File: src/rtl/tpu_host_seq.sv
// Host-side sequencer for the tt_um_tpu pin protocol.
// Takes one 2x2 matrix job (A, B) on a valid/ready port and streams the eight
// operand bytes into the TPU with load strobes. It then waits for the TPU done
// flag, reads the four result bytes back through output_sel, and offers them on
// a valid/ready result port. A WAIT watchdog aborts the job with res_timeout=1.
module tpu_host_seq #(
    parameter int TIMEOUT_CYCLES = 255,
    parameter int OUT_SETTLE     = 1
) (
    input  logic        clk,
    input  logic        rst_n,
    input  logic        job_valid,
    output logic        job_ready,
    input  logic [31:0] job_a,
    input  logic [31:0] job_b,
    output logic        res_valid,
    input  logic        res_ready,
    output logic [31:0] res_data,
    output logic        res_timeout,
    output logic        busy,
    output logic [7:0]  tpu_ui,
    output logic [6:0]  tpu_ctrl,
    input  logic [7:0]  tpu_uo,
    input  logic        tpu_done
);

    typedef enum logic [2:0] {
        S_IDLE = 3'd0,
        S_LOAD = 3'd1,
        S_WAIT = 3'd2,
        S_READ = 3'd3,
        S_RESP = 3'd4
    } state_t;

    // Last WAIT count before abort, and last hold cycle of each read byte.
    localparam logic [15:0] WAIT_LAST   = 16'(TIMEOUT_CYCLES - 1);
    localparam logic [2:0]  SETTLE_LAST = 3'(OUT_SETTLE);

    state_t      state;
    logic [63:0] job_bytes;   // {B3..B0, A3..A0}: byte n is the n-th byte loaded
    logic [2:0]  load_cnt;
    logic [15:0] wait_cnt;
    logic [1:0]  read_idx;
    logic [2:0]  settle_cnt;
    logic [2:0]  load_next;

    // tpu_ctrl word for loading byte n (n<4: A[n], else B[n-4]).
    function automatic logic [6:0] load_ctrl(input logic [2:0] n);
        return {2'b00, 1'b0, n[1:0], n[2], 1'b1};
    endfunction

    // tpu_ctrl word for presenting result byte k on tpu_uo.
    function automatic logic [6:0] read_ctrl(input logic [1:0] k);
        return {k, 1'b1, 2'b00, 1'b0, 1'b0};
    endfunction

    // Index of the operand byte driven after the current one.
    always_comb begin
        load_next = load_cnt + 3'd1;
    end

    // Job sequencer: state, TPU pin drive and result port, all registered.
    always_ff @(posedge clk or negedge rst_n) begin
        if (!rst_n) begin
            state       <= S_IDLE;
            job_bytes   <= 64'd0;
            load_cnt    <= 3'd0;
            wait_cnt    <= 16'd0;
            read_idx    <= 2'd0;
            settle_cnt  <= 3'd0;
            job_ready   <= 1'b1;
            res_valid   <= 1'b0;
            res_data    <= 32'd0;
            res_timeout <= 1'b0;
            busy        <= 1'b0;
            tpu_ui      <= 8'd0;
            tpu_ctrl    <= 7'd0;
        end else begin
            case (state)
                S_IDLE: begin
                    if (job_valid && job_ready) begin
                        job_bytes <= {job_b, job_a};
                        load_cnt  <= 3'd0;
                        job_ready <= 1'b0;
                        busy      <= 1'b1;
                        tpu_ui    <= job_a[7:0];
                        tpu_ctrl  <= load_ctrl(3'd0);
                        state     <= S_LOAD;
                    end else begin
                        job_ready <= 1'b1;
                    end
                end
                S_LOAD: begin
                    if (load_cnt == 3'd7) begin
                        tpu_ui   <= 8'd0;
                        tpu_ctrl <= 7'd0;
                        wait_cnt <= 16'd0;
                        state    <= S_WAIT;
                    end else begin
                        load_cnt <= load_next;
                        tpu_ui   <= job_bytes[{load_next, 3'b000} +: 8];
                        tpu_ctrl <= load_ctrl(load_next);
                    end
                end
                S_WAIT: begin
                    // First WAIT cycle ignores done: it may still be left over from the last job.
                    if ((wait_cnt != 16'd0) && tpu_done) begin
                        read_idx   <= 2'd0;
                        settle_cnt <= 3'd0;
                        tpu_ctrl   <= read_ctrl(2'd0);
                        state      <= S_READ;
                    end else if (wait_cnt == WAIT_LAST) begin
                        res_data    <= 32'd0;
                        res_timeout <= 1'b1;
                        state       <= S_RESP;
                    end else begin
                        wait_cnt <= wait_cnt + 16'd1;
                    end
                end
                S_READ: begin
                    if (settle_cnt == SETTLE_LAST) begin
                        res_data[{read_idx, 3'b000} +: 8] <= tpu_uo;
                        settle_cnt <= 3'd0;
                        if (read_idx == 2'd3) begin
                            tpu_ctrl <= 7'd0;
                            state    <= S_RESP;
                        end else begin
                            read_idx <= read_idx + 2'd1;
                            tpu_ctrl <= read_ctrl(read_idx + 2'd1);
                        end
                    end else begin
                        settle_cnt <= settle_cnt + 3'd1;
                    end
                end
                S_RESP: begin
                    if (!res_valid) begin
                        res_valid <= 1'b1;
                    end else if (res_ready) begin
                        // job_ready rises with the return to IDLE, one cycle after the handshake.
                        res_valid   <= 1'b0;
                        res_timeout <= 1'b0;
                        busy        <= 1'b0;
                        job_ready   <= 1'b1;
                        state       <= S_IDLE;
                    end else begin
                        res_valid <= 1'b1;
                    end
                end
                default: begin
                    job_ready   <= 1'b1;
                    res_valid   <= 1'b0;
                    res_timeout <= 1'b0;
                    busy        <= 1'b0;
                    tpu_ui      <= 8'd0;
                    tpu_ctrl    <= 7'd0;
                    state       <= S_IDLE;
                end
            endcase
        end
    end

endmodule
File: config.mk
export PLATFORM = sky130hd
export DESIGN_NAME = tpu_host_seq
export DESIGN_NICKNAME = d
export VERILOG_FILES = /design/src/rtl/tpu_host_seq.sv
export SDC_FILE = /design/constraint.sdc
export NUM_CORES = 1
export LEC_CHECK = 0
export CAP_MARGIN = 20
export CORE_MARGIN = 8
export CORE_UTILIZATION = 55
export CTS_CLUSTER_SIZE = 16
export DETAILED_ROUTE_END_ITERATION = 12
export GPL_ROUTABILITY_DRIVEN = 1
export PLACE_DENSITY = 0.92
export SYNTH_ARGS = -nofsm -noshare
export SYNTH_HDL_FRONTEND = slang
export SYNTH_SLANG_ARGS = --single-unit
File: constraint.sdc
create_clock -name clk -period 3.6 [get_ports clk]
set_input_delay 0.72 -clock clk [delete_from_list [all_inputs] [get_ports clk]]
set_output_delay 0.72 -clock clk [all_outputs]
set_load 0.02 [all_outputs]
# After elaboration in Yosys (flattened, before gate mapping)
# Cells that the tools add are included.
word_totals:
  reg_bits: 142
  elab_cells: 120
  input_bits: 77
  out_inout_bits: 51
classes:
  add_sub_neg: 5
  bitwise_logic: 4
  n_mux: 51
  reduce_logical: 23
  shift: 3
  n_eq_ne: 21
op_table:
  columns: ["operator", "n"]
  rows:
  - ["$mux W32", 3]
  - ["$pmux W32 S2", 1]
  - ["$shiftx A64 B7 Y8", 1]
  - ["$mux W16", 3]
  - ["$mux W3", 12]
  - ["$pmux W7 S5", 1]
  - ["$bwmux W32", 1]
  - ["$pmux W16 S2", 1]
  - ["$shift A8 B7 Y32 const A", 1]
  - ["$shiftx A8 B7 Y32", 1]
  - ["$mux W7", 4]
  - ["$ne A2 B2 Y1 const B", 12]
  - ["$pmux W8 S3", 1]
  - ["$reduce_and A4 Y1", 5]
  - ["$add A16 B1 Y16 const B", 1]
  - ["$eq A16 B8 Y1 const B", 1]
  - ["$mux W8", 2]
  - ["$reduce_bool A16 Y1", 1]
  - ["$pmux W3 S5", 1]
  - ["$pmux W3 S2", 2]
  - ["$mux W1", 10]
  - ["$pmux W1 S3", 3]
  - ["$reduce_or A3 Y1", 3]
  - ["$neg A5 Y7", 1]
  - ["other kinds (20)", 35]

# Logic depth before layout (Yosys ltp)
# Gate-level depths: netlist (run 1).
depth:
  depth_word: 5
  mapped_depth: 9
  depth_no_buf: 7

# Worst setup path before layout (run 1)
# OpenSTA, ideal clock, no wires.
synth_timing:
  path_type: "input -> register"
  start: "input job_valid"
  end: "register job_bytes[32]"
  path_slack_ps: 1436
  arrival_ps: 2040
  setup_time_ps: 125
  required_time_ps: 3475
  cell_stages: 4
  path_cell_list: "nand2_1 > nor4_2 > clkbuf_1 > mux2_2"
synth_between:
  elab_chain_cells: 2
synth_rtl:
  columns: ["element", "line_no", "source"]
  rows:
  - ["start: declaration", "12", "input logic job_valid,"]
  - ["$logic_and A1 B1 Y1", "81", "if (job_valid && job_ready) begin"]
  - ["$reduce_and A2 Y1 (no source line)", null, null]
  - ["end signal: assignment", "82", "job_bytes <= {job_b, job_a};"]
  - ["end: declaration", "40", "logic [63:0] job_bytes;"]
# No other way between the ends.
# A chain may end at the register's enable or synchronous reset.

# Worst setup path after layout (run 1)
layout_timing:
  start: "register state[0]"
  end: "register wait_cnt[13]"
layout_between:
  elab_chain_cells: 3
  elab_cells_between_ends: 8
  cone_classes: "eq/ne: 5; mux: 1; reduce/logical: 2"
layout_rtl:
  columns: ["element", "line_no", "source"]
  rows:
  - ["start: declaration", "39", "state_t state;"]
  - ["start signal: assignment", "65", "state <= S_IDLE;"]
  - ["start signal: assignment", "88", "state <= S_LOAD;"]
  - ["start signal: assignment", "98", "state <= S_WAIT;"]
  - ["$eq A3 B2 Y1 / $eq A3 B1 Y1 (equally long branches)", "79", "case (state)"]
  - ["$ne A2 B2 Y1 (no source line) / $reduce_bool A2 Y1 (equally long branches)", null, null]
  - ["$reduce_and A4 Y1 (no source line)", null, null]
  - ["end signal: assignment", "117", "wait_cnt <= wait_cnt + 16'd1;"]
  - ["end: declaration", "42", "logic [15:0] wait_cnt;"]
# Several ways; a longest one is shown, not always the timed one.

==> impl_metrics.yaml, run 1 <==
clock_network:
  cts_sinks: 142
  clock_path_buffers: 2
  cts_tree: "done"
  cts_hold_buf: 0
  postCtsResizedCells: 0
  worst_skew_pair.late_latency_ns: 0.43
  clk_pin_slew_worst_paths_ns: 0.07
  clockRootBuffer: "clkbuf_16"
  h-tree-depth: 4
  cts_buffers: 17
  cts_setup_buffers: 0
global_routing:
  track_usage_pct: 22.8
  grt_pass1_wl_mm: 29.0
  gr-max-usage-layer: "met2"
  grt_use_met2_pct: 37.9
  met1_usage_pct: 26.4
  grt_max_degree: 88
  antenna_found_initial: 0
  grt_pass1_vias: 5638
  use_met3_pct: 5.95
  grt_overflow: 0
timing:
  max_slew_margin_pct: 27.5
  min_period_ns: 2.77
  finalCritPeriodShare_pct: 77.1
  hold_violations: 0
  fin_tns_setup_ns: 0
  rsz0062_at_grt: "no"
  setup_slack_ns: 0.826
  tightest_slew_ns: 1.08
  drv_slew: 0
  setup_viol_count_final: 0
  max_freq_mhz: 360
  clock-skew-final_ns: 0.00826
placement:
  portBuffers: 127
  dp_hpwl_mm: 12.5
  dp_cells: 847
  place.gp.congestion: 0.914
  pre_cts_slack_ns: 0.884
outcome:
  status: "finished clean"
route:
  drc: 0
  vias: 5241
  detail-route-antenna-nets: 0
  drt_first_pass_iters: 6
  via_per_inst: 5.96
  routed_wl_mm: 17.8
  wl_per_cell_um: 20.3
  drtIter0Drc: 418
floorplan:
  row_count: 41
  coreArea_sq_um: 12400
  dieArea_sq_um: 16300
  die_w_um: 128
  num_io_pins: 128
  die_h_um: 128
  initial_core_util_pct: 55.3
critical_path:
  crit_buf_inv: 0
  critPathMaxFanout: 18
  crit_type: "flop to flop"
  start_kind: "flop"
  cp_top_family: "simple AND/OR/NAND/NOR gates"
  path_cells: "nor3b_2 -> and2_1 -> a21oi_1 -> or4_1 -> a21oi_1"
  critical_path.endpoint_type: "flop"
  cpMaxStageDelayCell: "dfrtp_1"
  worstPathArrival_ns: 3.12
  cp.required_ns: 3.95
  cpPeakStageDelay_ns: 0.76
  cpMostUsedCell: "a21oi_1"
power:
  seqPwrFrac_pct: 36.0
  internal-power_mw: 4.88
  p_clk_share_pct: 22.1
  p_leak_nw: 3.71
  combinationalPowerShare_pct: 41.8
  swShare_pct: 37.8
  power.density_nw_per_um2: 882
  peakVddDrop_mv: 0.491
  switchingPower_mw: 2.96
job:
  cap_violations: 0
yosys:
  synth-main-ff-cell: "dfrtp_1"
  syn_area_sq_um: 6860
  seq_area_frac_synth_pct: 51.8
  synth_edf_count: 0
  yosys_warnings: 0
  syn_nets: 654
  ys_types: 59
  syn_area_per_cell_sq_um: 12.1
  synth_seq_cells: 142
  synth_cells: 568
  async_reset_ff_share_pct: 100
finish:
  multi_input_comb_area_sq_um: 3050
  seq_area_sq_um: 3550
  synthToLayoutAreaGrowth_pct: 29.5
  num-fill-cells: 809
  drive_gt1_share_pct: 18.7
  final_cell_mix: "dfrtp_1 (141), clkdlybuf4s50_1 (126), nand2_1 (64)"
  final_common_cell: "dfrtp_1"
  diodes: 0
  nets: 780
  final_cells: 879
min_path:
  hold_path.class: "input pin to async pin"
==> metrics by stage <==
step	hold WS (ns)	instance area, sq um	util, %	total power, mW
floorplan	0.424	6860	-	4.91
global placement	0.461	8310	67.0	5.87
detailed placement	0.472	8310	67.0	6.07
CTS	0.395	8890	71.6	7.85
global route	0.428	8890	71.6	8.23
finish	0.349	8890	71.6	7.84
==> final cells by class <==
cell class,instances,area share (%)
clock inverter,15,1.69
multi-input combinational,360,34.3
tap,172,2.42
inverter,40,1.69
timing repair buffer,133,15.1
clock buffer,17,4.79
sequential,142,40.0
==> cells by family after synthesis <==
logic type / synth area share [%]
compound gates: 9.08
fa+ha+maj: 1.64
buf+inv: 3.87
flops: 51.8
mux: 22.5
simple gates: 11.1
==> registers in the layout, summed over array words and instances (netlist names), 2 cells and up <==
register and cells:
settle_cnt 3, read_idx 2, tpu_ui 8, tpu_ctrl 7, job_bytes 64, state 3
wait_cnt 16, load_cnt 3, res_data 32
==> worst paths after layout <==
path / start / endpoint / slack (ns) / cells past startpoint
setup reg to reg: state[0] / wait_cnt[13] / 0.83 / 5
hold / removal: rst_n / res_data[15] / 0.35 / 1
min in group clk: busy / busy / 0.48 / 1
setup / recovery: state[0] / wait_cnt[13] / 0.83 / 5
max in group asynchronous: rst_n / job_ready / 2.38 / 2
hold reg to reg: busy / busy / 0.48 / 1
==> per-layer routing <==
metal  vias up  part of all wire [%]
met3        50                   7.1
met2       248                    50
met4         0                   4.0
met5         -                     0
met1      2621                    39
li1       2322                     -
==> worst register-to-register path, cell delays in order (launching register included) <==
cell and delay (ns):
dfrtp_1 0.76, nor3b_2 0.52, and2_1 0.38, a21oi_1 0.27
or4_1 0.58, a21oi_1 0.18
==> power by group through the flow <==
stage	sequential [mW]	clock, mW	combinational (mW)
3_5_place_dp	2.82	0	3.25
2_1_floorplan	2.83	0	2.08
5_1_grt	2.91	1.81	3.51
4_1_cts	2.81	1.73	3.30
6_report	2.83	1.73	3.28
3_3_place_gp	2.76	0	3.11
==> cells in the mapped netlist (all sizes together), types with 5 or more instances <==
cell | n | share of area [%]
clkbuf | 12 | 0.66
a21oi | 14 | 1.0
or4 | 6 | 0.66
o31ai | 12 | 1.3
dfrtp | 141 | 51
buf | 14 | 1.0
and2 | 7 | 0.67
mux4 | 16 | 5.3
a22oi | 9 | 1.1
mux2 | 65 | 11
nand2 | 64 | 3.5
nand4 | 9 | 0.91
ha | 9 | 1.6
nor3 | 7 | 0.51
o21ai | 24 | 1.8
inv | 40 | 2.2
nand3 | 7 | 0.58
mux2i | 45 | 6.6
nor2 | 9 | 0.49
o41ai | 5 | 0.75
a22o | 7 | 0.89
(Power assumes the default switching activity.)
==> run 2: changes to the inputs <==
Settings changed: CORE_UTILIZATION 55 to 53, PLACE_DENSITY 0.92 to 0.89.
Clock period 3.6 ns to 2.85 ns, I/O delays scaled along.
==> run 2 against run 1 <==
Combinational power increased by 31%. Clock power increased by 34%. Clock skew increased by 0.0057 ns. Sequential cell count unchanged. Register-to-register slack got worse by 0.51 ns. Via count decreased by 0.84%. Global-route usage increased by 0.11 points. Critical path type unchanged.
==> impl_metrics.yaml, run 2 (same netlist as run 1, synthesis figures left out) <==
timing:
  fin_tns_setup_ns: 0
  max_freq_mhz: 394
  setup_viol_count_final: 0
  drv_slew: 0
  tightest_slew_ns: 0.892
  setup_slack_ns: 0.311
  hold_ws_ns: 0.205
  finalCritPeriodShare_pct: 89.1
  rsz0062_at_grt: "no"
  max_slew_margin_pct: 40.6
  clock-skew-final_ns: 0.0139
  hold_violations: 0
  min_period_ns: 2.54
clock_network:
  postCtsResizedCells: 0
  cts_setup_buffers: 0
  clockRootBuffer: "clkbuf_16"
  h-tree-depth: 4
  clock_path_buffers: 2
  worst_skew_pair.late_latency_ns: 0.43
  cts_buffers: 17
  cts_sinks: 142
  cts_tree: "done"
  cts_hold_buf: 0
  clk_pin_slew_worst_paths_ns: 0.06
critical_path:
  crit_type: "flop to flop"
  crit_buf_inv: 1
  cpPeakStageDelay_ns: 0.60
  start_kind: "flop"
  cpMaxStageDelayCell: "or4_1"
  worstPathArrival_ns: 2.85
  cp.required_ns: 3.17
  cp_top_family: "simple AND/OR/NAND/NOR gates"
  path_cells: "inv_1 -> ha_1 -> nor4b_2 -> nand4_2 -> and2_4 -> or4_1 -> o31ai_1"
  critical_path.endpoint_type: "flop"
  critPathMaxFanout: 24
finish:
  final_cell_mix: "dfrtp_1 (141), clkdlybuf4s50_1 (126), nand2_1 (64)"
  diodes: 0
  reg_top3: "job_bytes (64), res_data (32), wait_cnt (16)"
  largest_register_ffs: 64
  largest-register: "job_bytes"
  nets: 789
  seq_area_sq_um: 3550
  final_common_cell: "dfrtp_1"
  synthToLayoutAreaGrowth_pct: 31.2
  postLayoutCoreUtil_pct: 71.3
  drive_gt1_share_pct: 19.7
  num-fill-cells: 865
  multi_input_comb_area_sq_um: 3050
route:
  drc: 0
  drt_first_pass_iters: 5
  drtIter0Drc: 428
  vias: 5197
  routed_wl_mm: 18.3
  wl_per_cell_um: 20.6
  via_per_inst: 5.85
  detail-route-antenna-nets: 0
placement:
  portBuffers: 127
  dp_hpwl_mm: 12.8
  place.gp.congestion: 0.852
  pre_cts_slack_ns: 0.402
global_routing:
  grt_pass1_vias: 5509
  grt_overflow: 0
  grt_pass1_wl_mm: 29.5
  antenna_found_initial: 0
  track_usage_pct: 22.9
  grt_max_degree: 98
min_path:
  hold_path.class: "input pin to async pin"
floorplan:
  coreArea_sq_um: 12600
  initial_core_util_pct: 54.4
  die_w_um: 130
  row_count: 41
  num_io_pins: 128
  die_h_um: 130
  dieArea_sq_um: 16800
job:
  cap_violations: 0
power:
  peakVddDrop_mv: 0.555
  p_leak_nw: 3.79
  power.density_nw_per_um2: 1120
outcome:
  status: "finished clean"
run 2: power by group:
| group | total, mW | internal, mW | switching (mW) |
|---|---|---|---|
| clock | 2.32 | 1.42 | 0.908 |
| sequential | 3.48 | 2.87 | 0.611 |
| combinational | 4.30 | 2.13 | 2.17 |
run 2: per-layer routing:
metal  global-route usage, %  part of all wire [%]
met5                       0                     0
met4                    6.63                  0.96
met3                    6.45                   5.5
met2                    39.7                    53
met1                    27.5                    40
run 2: worst paths after layout:
kind / from / to / slack (ns) / depth (start not counted)
max reg2reg: wait_cnt[0] / wait_cnt[10] / 0.31 / 7
max: wait_cnt[0] / wait_cnt[10] / 0.31 / 7
max in group asynchronous: rst_n / wait_cnt[0] / 1.85 / 2
min: rst_n / job_bytes[57] / 0.20 / 1
min in group clk: busy / busy / 0.47 / 1
min reg2reg: busy / busy / 0.47 / 1
run 2: cell type report:
| class | count | area share, % |
|---|---|---|
| multi-input combinational | 360 | 33.9 |
| timing repair buffer | 142 | 15.7 |
| clock inverter | 14 | 1.99 |
| inverter | 40 | 1.67 |
| tap | 172 | 2.39 |
| clock buffer | 18 | 4.88 |
| sequential | 142 | 39.5 |
run 2: per-stage QoR:
stage	power, mW	area (sq um)	std cells
3_3_place_gp	7.51	8380	856
6_report	10.1	9000	888
5_1_grt	10.6	9000	888
3_5_place_dp	7.78	8380	856
2_1_floorplan	6.20	6860	568
4_1_cts	10.2	9000	888
run 2: worst reg2reg max path, stage by stage, from the launching register on:
cell	delay, ns
dfrtp_1	0.43
inv_1	0.10
ha_1	0.14
nor4b_2	0.33
nand4_2	0.27
and2_4	0.31
or4_1	0.61
o31ai_1	0.26
